File: src/rtl/vlc_frame_sequencer_pkg.sv
`default_nettype none
// ============================================================================
// vlc_seq_pkg : shared state encodings and constants for the VLC frame sequencer
// Rev 1.0
// ============================================================================
package vlc_seq_pkg;

   typedef enum logic [1:0] {
      ST_IDLE    = 2'd0,
      ST_PAYLOAD = 2'd1,
      ST_GAP     = 2'd2,
      ST_DONE    = 2'd3
   } seq_state_t;

   localparam int FRAME_CNT_W_DEF = 16;
   // num_frames value selecting an endless run
   localparam int CONTINUOUS      = 0;

endpackage
`default_nettype wire

File: src/rtl/vlc_frame_sequencer_if.sv
`default_nettype none
// ============================================================================
// vlc_frame_sequencer_if : host control and datapath gating bundle
// Rev 1.0
// ============================================================================
interface vlc_frame_sequencer_if #(
   parameter int CNT_W       = 32,
   parameter int FRAME_CNT_W = vlc_seq_pkg::FRAME_CNT_W_DEF
);
   logic                   clk_en_i;
   logic                   start_i;
   logic                   stop_i;
   logic                   abort_i;
   logic [FRAME_CNT_W-1:0] num_frames_i;
   logic                   valid_o;
   logic                   sof_o;
   logic                   eof_o;
   logic [CNT_W-1:0]       beat_idx_o;
   logic [FRAME_CNT_W-1:0] frame_idx_o;
   logic                   busy_o;
   logic                   done_o;

   modport master (
      output clk_en_i, start_i, stop_i, abort_i, num_frames_i,
      input  valid_o, sof_o, eof_o, beat_idx_o, frame_idx_o, busy_o, done_o
   );

   modport slave (
      input  clk_en_i, start_i, stop_i, abort_i, num_frames_i,
      output valid_o, sof_o, eof_o, beat_idx_o, frame_idx_o, busy_o, done_o
   );
endinterface
`default_nettype wire

File: src/rtl/vlc_frame_sequencer_tick_counter.sv
`default_nettype none
// ============================================================================
// vlc_tick_counter : strobe-gated up-counter, wraps to 0 after TERMINAL
// Rev 1.0
// ============================================================================
module vlc_tick_counter #(
   parameter int             W        = 32,
   parameter logic [W-1:0]   TERMINAL = '0
) (
   input  wire logic         clk,
   input  wire logic         reset,
   input  wire logic         clr_i,
   input  wire logic         en_i,
   output logic [W-1:0]      count_o,
   output logic              tc_o
);
   logic [W-1:0] count_q;
   logic [W-1:0] count_d;

   always_comb begin
      count_d = count_q;
      if (clr_i) begin
         count_d = '0;
      end else if (en_i) begin
         count_d = (count_q == TERMINAL) ? '0 : count_q + W'(1);
      end
   end

   always_ff @(posedge clk or posedge reset) begin
      if (reset) begin
         count_q <= '0;
      end else begin
         count_q <= count_d;
      end
   end

   assign count_o = count_q;
   assign tc_o    = (count_q == TERMINAL);
endmodule
`default_nettype wire

File: src/rtl/vlc_frame_sequencer.sv
`default_nettype none
// ============================================================================
// vlc_frame_sequencer : frames valid/sof/eof as FRAME_LEN beats + GAP_LEN gap
// Rev 1.0
// ============================================================================
module vlc_frame_sequencer
   import vlc_seq_pkg::*;
#(
   parameter int FRAME_LEN   = 224,
   parameter int GAP_LEN     = 16,
   parameter int CNT_W       = 32,
   parameter int FRAME_CNT_W = FRAME_CNT_W_DEF
) (
   input  wire logic              clk,
   input  wire logic              reset,
   vlc_frame_sequencer_if.slave   bus
);
   localparam logic [CNT_W-1:0] C_BEAT_TERM = CNT_W'(FRAME_LEN - 1);
   localparam logic [CNT_W-1:0] C_GAP_TERM  = CNT_W'(GAP_LEN - 1);

   seq_state_t             state_q;
   logic [FRAME_CNT_W-1:0] frame_q;
   logic [FRAME_CNT_W-1:0] num_frames_q;
   logic                   stop_pending_q;

   logic [CNT_W-1:0]       w_beat;
   logic                   w_beat_tc;
   logic [CNT_W-1:0]       w_unused_gap_cnt;
   logic                   w_gap_tc;
   logic                   w_valid;
   logic                   w_stop_eff;
   logic                   w_last_frame;

   assign w_valid      = (state_q == ST_PAYLOAD) & bus.clk_en_i & ~bus.abort_i;
   // A stop arriving on the eof cycle itself must still end the run
   assign w_stop_eff   = stop_pending_q | bus.stop_i;
   assign w_last_frame = (num_frames_q != FRAME_CNT_W'(CONTINUOUS)) &&
                         (frame_q == num_frames_q - FRAME_CNT_W'(1));

   vlc_tick_counter #(.W(CNT_W), .TERMINAL(C_BEAT_TERM)) u_beat_cnt (
      .clk     (clk),
      .reset   (reset),
      .clr_i   (bus.abort_i | (state_q == ST_IDLE)),
      .en_i    (w_valid),
      .count_o (w_beat),
      .tc_o    (w_beat_tc)
   );

   vlc_tick_counter #(.W(CNT_W), .TERMINAL(C_GAP_TERM)) u_gap_cnt (
      .clk     (clk),
      .reset   (reset),
      .clr_i   (bus.abort_i | (state_q != ST_GAP)),
      .en_i    ((state_q == ST_GAP) & bus.clk_en_i),
      .count_o (w_unused_gap_cnt),
      .tc_o    (w_gap_tc)
   );

   always_ff @(posedge clk or posedge reset) begin
      if (reset) begin
         state_q        <= ST_IDLE;
         frame_q        <= '0;
         num_frames_q   <= '0;
         stop_pending_q <= 1'b0;
      end else if (bus.abort_i) begin
         state_q        <= ST_IDLE;
         frame_q        <= '0;
         stop_pending_q <= 1'b0;
      end else begin
         if (state_q == ST_IDLE) begin
            stop_pending_q <= 1'b0;
         end else if (bus.stop_i) begin
            stop_pending_q <= 1'b1;
         end
         case (state_q)
            ST_IDLE: begin
               if (bus.start_i) begin
                  num_frames_q <= bus.num_frames_i;
                  frame_q      <= '0;
                  state_q      <= ST_PAYLOAD;
               end
            end
            ST_PAYLOAD: begin
               if (bus.clk_en_i && w_beat_tc) begin
                  frame_q <= frame_q + FRAME_CNT_W'(1);
                  if (w_last_frame || w_stop_eff) begin
                     state_q <= ST_DONE;
                  end else if (GAP_LEN != 0) begin
                     state_q <= ST_GAP;
                  end
               end
            end
            ST_GAP: begin
               if (w_stop_eff) begin
                  state_q <= ST_DONE;
               end else if (bus.clk_en_i && w_gap_tc) begin
                  state_q <= ST_PAYLOAD;
               end
            end
            ST_DONE: begin
               state_q <= ST_IDLE;
            end
            default: begin
               state_q <= ST_IDLE;
            end
         endcase
      end
   end

   assign bus.valid_o     = w_valid;
   assign bus.sof_o       = w_valid & (w_beat == '0);
   assign bus.eof_o       = w_valid & w_beat_tc;
   assign bus.beat_idx_o  = w_beat;
   assign bus.frame_idx_o = frame_q;
   assign bus.busy_o      = (state_q != ST_IDLE);
   assign bus.done_o      = (state_q == ST_DONE);
endmodule
`default_nettype wire

File: src/flat_wrapper.sv
// flat-port wrapper written by rule: the top's interface ports become plain ports
module vlc_frame_sequencer_flat import vlc_seq_pkg::*;
#(
   parameter int FRAME_LEN   = 224,
   parameter int GAP_LEN     = 16,
   parameter int CNT_W       = 32,
   parameter int FRAME_CNT_W = FRAME_CNT_W_DEF
)
  (clk, reset, bus_clk_en_i, bus_start_i, bus_stop_i, bus_abort_i, bus_num_frames_i, bus_valid_o, bus_sof_o, bus_eof_o, bus_beat_idx_o, bus_frame_idx_o, bus_busy_o, bus_done_o);
  vlc_frame_sequencer_if #(.CNT_W(CNT_W), .FRAME_CNT_W(FRAME_CNT_W)) bus_i ();
  input  wire logic clk;
  input  wire logic reset;
  input wire logic [$bits(bus_i.clk_en_i)-1:0] bus_clk_en_i;
  input wire logic [$bits(bus_i.start_i)-1:0] bus_start_i;
  input wire logic [$bits(bus_i.stop_i)-1:0] bus_stop_i;
  input wire logic [$bits(bus_i.abort_i)-1:0] bus_abort_i;
  input wire logic [$bits(bus_i.num_frames_i)-1:0] bus_num_frames_i;
  output wire logic [$bits(bus_i.valid_o)-1:0] bus_valid_o;
  output wire logic [$bits(bus_i.sof_o)-1:0] bus_sof_o;
  output wire logic [$bits(bus_i.eof_o)-1:0] bus_eof_o;
  output wire logic [$bits(bus_i.beat_idx_o)-1:0] bus_beat_idx_o;
  output wire logic [$bits(bus_i.frame_idx_o)-1:0] bus_frame_idx_o;
  output wire logic [$bits(bus_i.busy_o)-1:0] bus_busy_o;
  output wire logic [$bits(bus_i.done_o)-1:0] bus_done_o;
  assign bus_i.clk_en_i = bus_clk_en_i;
  assign bus_i.start_i = bus_start_i;
  assign bus_i.stop_i = bus_stop_i;
  assign bus_i.abort_i = bus_abort_i;
  assign bus_i.num_frames_i = bus_num_frames_i;
  assign bus_valid_o = bus_i.valid_o;
  assign bus_sof_o = bus_i.sof_o;
  assign bus_eof_o = bus_i.eof_o;
  assign bus_beat_idx_o = bus_i.beat_idx_o;
  assign bus_frame_idx_o = bus_i.frame_idx_o;
  assign bus_busy_o = bus_i.busy_o;
  assign bus_done_o = bus_i.done_o;
  vlc_frame_sequencer #(.FRAME_LEN(FRAME_LEN), .GAP_LEN(GAP_LEN), .CNT_W(CNT_W), .FRAME_CNT_W(FRAME_CNT_W)) u_core (.clk(clk), .reset(reset), .bus(bus_i));
endmodule
File: config.mk
export PLATFORM = sky130hd
export DESIGN_NAME = vlc_frame_sequencer_flat
export DESIGN_NICKNAME = d
export VERILOG_FILES = /design/src/rtl/vlc_frame_sequencer_pkg.sv /design/src/rtl/vlc_frame_sequencer_if.sv /design/src/rtl/vlc_frame_sequencer_tick_counter.sv /design/src/rtl/vlc_frame_sequencer.sv /design/src/flat_wrapper.sv
export SDC_FILE = /design/constraint.sdc
export NUM_CORES = 1
export LEC_CHECK = 0
export ABC_AREA = 1
export ABC_CLOCK_PERIOD_IN_PS = 11450
export CELL_PAD_IN_SITES_DETAIL_PLACEMENT = 0
export CELL_PAD_IN_SITES_GLOBAL_PLACEMENT = 1
export CORE_MARGIN = 2
export CORE_UTILIZATION = 35
export CTS_BUF_LIST = sky130_fd_sc_hd__clkbuf_4 sky130_fd_sc_hd__clkbuf_8
export CTS_CLUSTER_DIAMETER = 100
export DETAILED_ROUTE_END_ITERATION = 10
export DONT_BUFFER_PORTS = 1
export HOLD_SLACK_MARGIN = 0.12
export PLACE_DENSITY = 0.67
export SLEW_MARGIN = 20
export SYNTH_ARGS = -nofsm -noshare
export SYNTH_HDL_FRONTEND = slang
export SYNTH_SLANG_ARGS = --single-unit
File: constraint.sdc
create_clock -name clk -period 11.45 [get_ports clk]
set_input_delay 3.435 -clock clk [delete_from_list [all_inputs] [get_ports clk]]
set_output_delay 3.435 -clock clk [all_outputs]
set_load 0.02 [all_outputs]
==> metrics.cfg <==
[power]
vdd_ir_drop_max_v=0.00008401
p_seq_share_pct=44.8
switchingPower_uw=379.7
p_leak_uw=0.002955
p_int_uw=587.9
p_sw_share_pct=39.24
combPwrFrac_pct=29.7
p_clk_share_pct=25.5
power_density_mw_per_mm2=140.1

[placement]
io_buffers=0
place.gp.congestion=0.8415
dp_hpwl_mm=14.33
place_area_sq_mm=0.006701

[clock_network]
htreeDepth=3
cts_tree=yes
numCtsBuffers=9
clkTransAtPathRegs_ns=0.09
cts_buffer_depth=2
cts-root-buf=clkbuf_8
cts-resized-gates=0
post-cts-setup-buffer-count=0
cts_num_sinks=99
clock_latency_ns=0.39
cts_hold_buf=0

[timing]
fin_setup_tns_ns=0
fmax_mhz=118.1
setup_viol=0
fin_crit_ns=8.464
worstMarginPinSlew_ns=1.040
hold_viol=0
fin_crit_sh_pct=73.92
rsz0062_at_grt=false
final_max_slew_viol_count=0
fin_worst_skew_ns=0.01448
maxSlewHeadroom_pct=30.44

[layout]
final_common_cell=nand2_1
diodes=0
nNetsFinal=950
final_cell_mix=209 x nand2_1, 133 x nor2_1, 113 x inv_1
layout-drive-gt1-share_pct=5.394
finalInstanceArea_sq_mm=0.006909
synthToLayoutAreaGrowth_pct=7.244

[floorplan]
die_area_sq_mm=0.01951
fp.dieW_microns=139.7
row_count=49
initial_utilization_pct=35.74
dieHeight_microns=139.7
pin_count=75
coreArea_sq_mm=0.01802

[setup_path]
critical_path_required_ns=8.02
cp_slowest_cell=nor4_1
path_delay_family=simple AND/OR/NAND/NOR gates
max_stage_delay_ns=0.69
crit_buf_inv=2
startpoint_type=input pin
end_kind=output pin
worstPathArrival_ns=5.03
path_cells=inv_1, nand2_2, nor2_1, buf_4, nand2_1, nor4_1
worstPathMaxFanout=13
crit_type=in -> out

[synthesis]
synth_nets=948
ys_seq_area_share_pct=38.45
synth.top_cell.area_share_pct=38.45
yosysUniqueCellTypes=35
syn_area_sq_mm=0.006442
synth_top_cell_by_area=dfrtp_1
yosys_warnings=0
synth_top_cells_by_area=dfrtp_1 38%, nand2_1 12%, nor2_1 7.7%, inv_1 6.6%, nand3_1 4.9%
syn-instance-count=920
syn_area_per_cell_sq_um=7.003
synth-seq-cells=99

[routing]
vias_per_cell=5.151
drt-initial-drc-count=387
via_count=5955
firstDrtPassIters=5
antenna_left=0
totalWireLength_mm=19.03
post_drt_wl_per_cell_microns=16.46
drc=0

[global_route]
grt_max_degree=68
grt-ovfl-total=0
grt_pass1_vias=5850
grt.total_usage_pct=20.07
gr-usage-met2_pct=32.71
antenna_found_initial=0
grt_pass1_wl_mm=31.32
use_met3_pct=5.127
busiest_layer=met2
use_met1_pct=27.01

[flow_run]
max_cap_viol_count=0

[worst_hold_path]
hp-class=reg -> reg

[status]
status=finished clean

## cells in the mapped netlist (all sizes together)
library cell / n
o31ai: 1
a211oi: 5
nor2: 141
o21ai: 45
xnor2: 5
nand3: 63
a2bb2oi: 1
inv: 118
a31o: 1
nand2: 214
clkbuf: 8
nor3: 62
mux2: 9
ha: 6
dfrtp: 99
nand3b: 5
o22ai: 1
a31oi: 3
and2: 1
xnor3: 1
nand4: 40
xor2: 29
a21oi: 29
buf: 5
nor3b: 4
and3: 2
clkinv: 2
nor4: 20
## logic make-up after synthesis
logic type	count (synthesis)	share of synthesized area (%)
simple gates	552	38.63
buf+inv	133	7.924
fa+ha+maj	6	1.165
mux	9	1.573
flops	99	38.45
compound gates	86	7.283
xor+xnor	35	4.972
## cell type report
| type | instances | area, sq um |
|---|---|---|
| fill | 1982 | 11120 |
| multi-input combinational | 688 | 3455 |
| timing repair buffer | 4 | 30.03 |
| tap | 229 | 286.5 |
| clock buffer | 12 | 158.9 |
| sequential | 99 | 2477 |
| clock inverter | 4 | 48.80 |
| inverter | 120 | 452.9 |
## path summary, 6_finish.rpt
| kind | startpoint | endpoint | slack (ns) | depth (start not counted) |
|---|---|---|---|---|
| worst max-delay path | bus_abort_i | bus_eof_o | 2.99 | 6 |
| worst min-delay path | u_core.u_gap_cnt.count_o[1] | u_core.u_gap_cnt.count_o[1] | 0.53 | 2 |
| worst max register to register | u_core.u_beat_cnt.count_o[1] | u_core.bus.frame_idx_o[15] | 8.56 | 12 |
| worst min register to register | u_core.u_gap_cnt.count_o[1] | u_core.u_gap_cnt.count_o[1] | 0.53 | 2 |
| max in group asynchronous | reset | u_core.num_frames_q[8] | 7.29 | 2 |
| min in group asynchronous | reset | u_core.u_gap_cnt.count_o[11] | 2.91 | 1 |
## sequential cells by signal, summed over array words and instances, names as in the netlist
name / cells
u_core.bus.frame_idx_o: 16
u_core.stop_pending_q: 1
u_core.num_frames_q: 16
u_core.u_beat_cnt.count_o: 32
u_core.u_gap_cnt.count_o: 32
u_core.state_q: 2
## power by group through the flow
stage | Combinational (uW) | Sequential (uW) | Clock, uW
global route | 333 | 439 | 268
finish | 288 | 433 | 246
CTS | 292 | 433 | 256
global placement | 291 | 440 | 0
detailed placement | 291 | 439 | 0
floorplan | 231 | 424 | 0
## through the flow
step                std cells  util [%]  hold WS (ns)  power [uW]  worst slack, ns
floorplan                 920         -        0.4752       654.9            2.962
global placement         1140     37.18        0.5052       730.5            2.956
detailed placement       1140     37.18        0.5039       730.5            2.963
CTS                      1156     38.33        0.5355       981.9            2.962
global route             1156     38.33        0.5918        1040            2.738
finish                   1156     38.33        0.5338       967.7            2.986
## metal layers
| layer | up-vias | wire length [microns] |
|---|---|---|
| met5 | - | 0 |
| met4 | 0 | 220 |
| met3 | 17 | 933 |
| met2 | 106 | 8824 |
| met1 | 2799 | 9051 |
| li1 | 3033 | - |
## worst min-delay path, stage by stage, from the launching register on
cell	delay, ns
dfrtp_1	0.39
nand2_1	0.06
nand2_1	0.06
No activity file was read; power rests on OpenSTA's default activity.
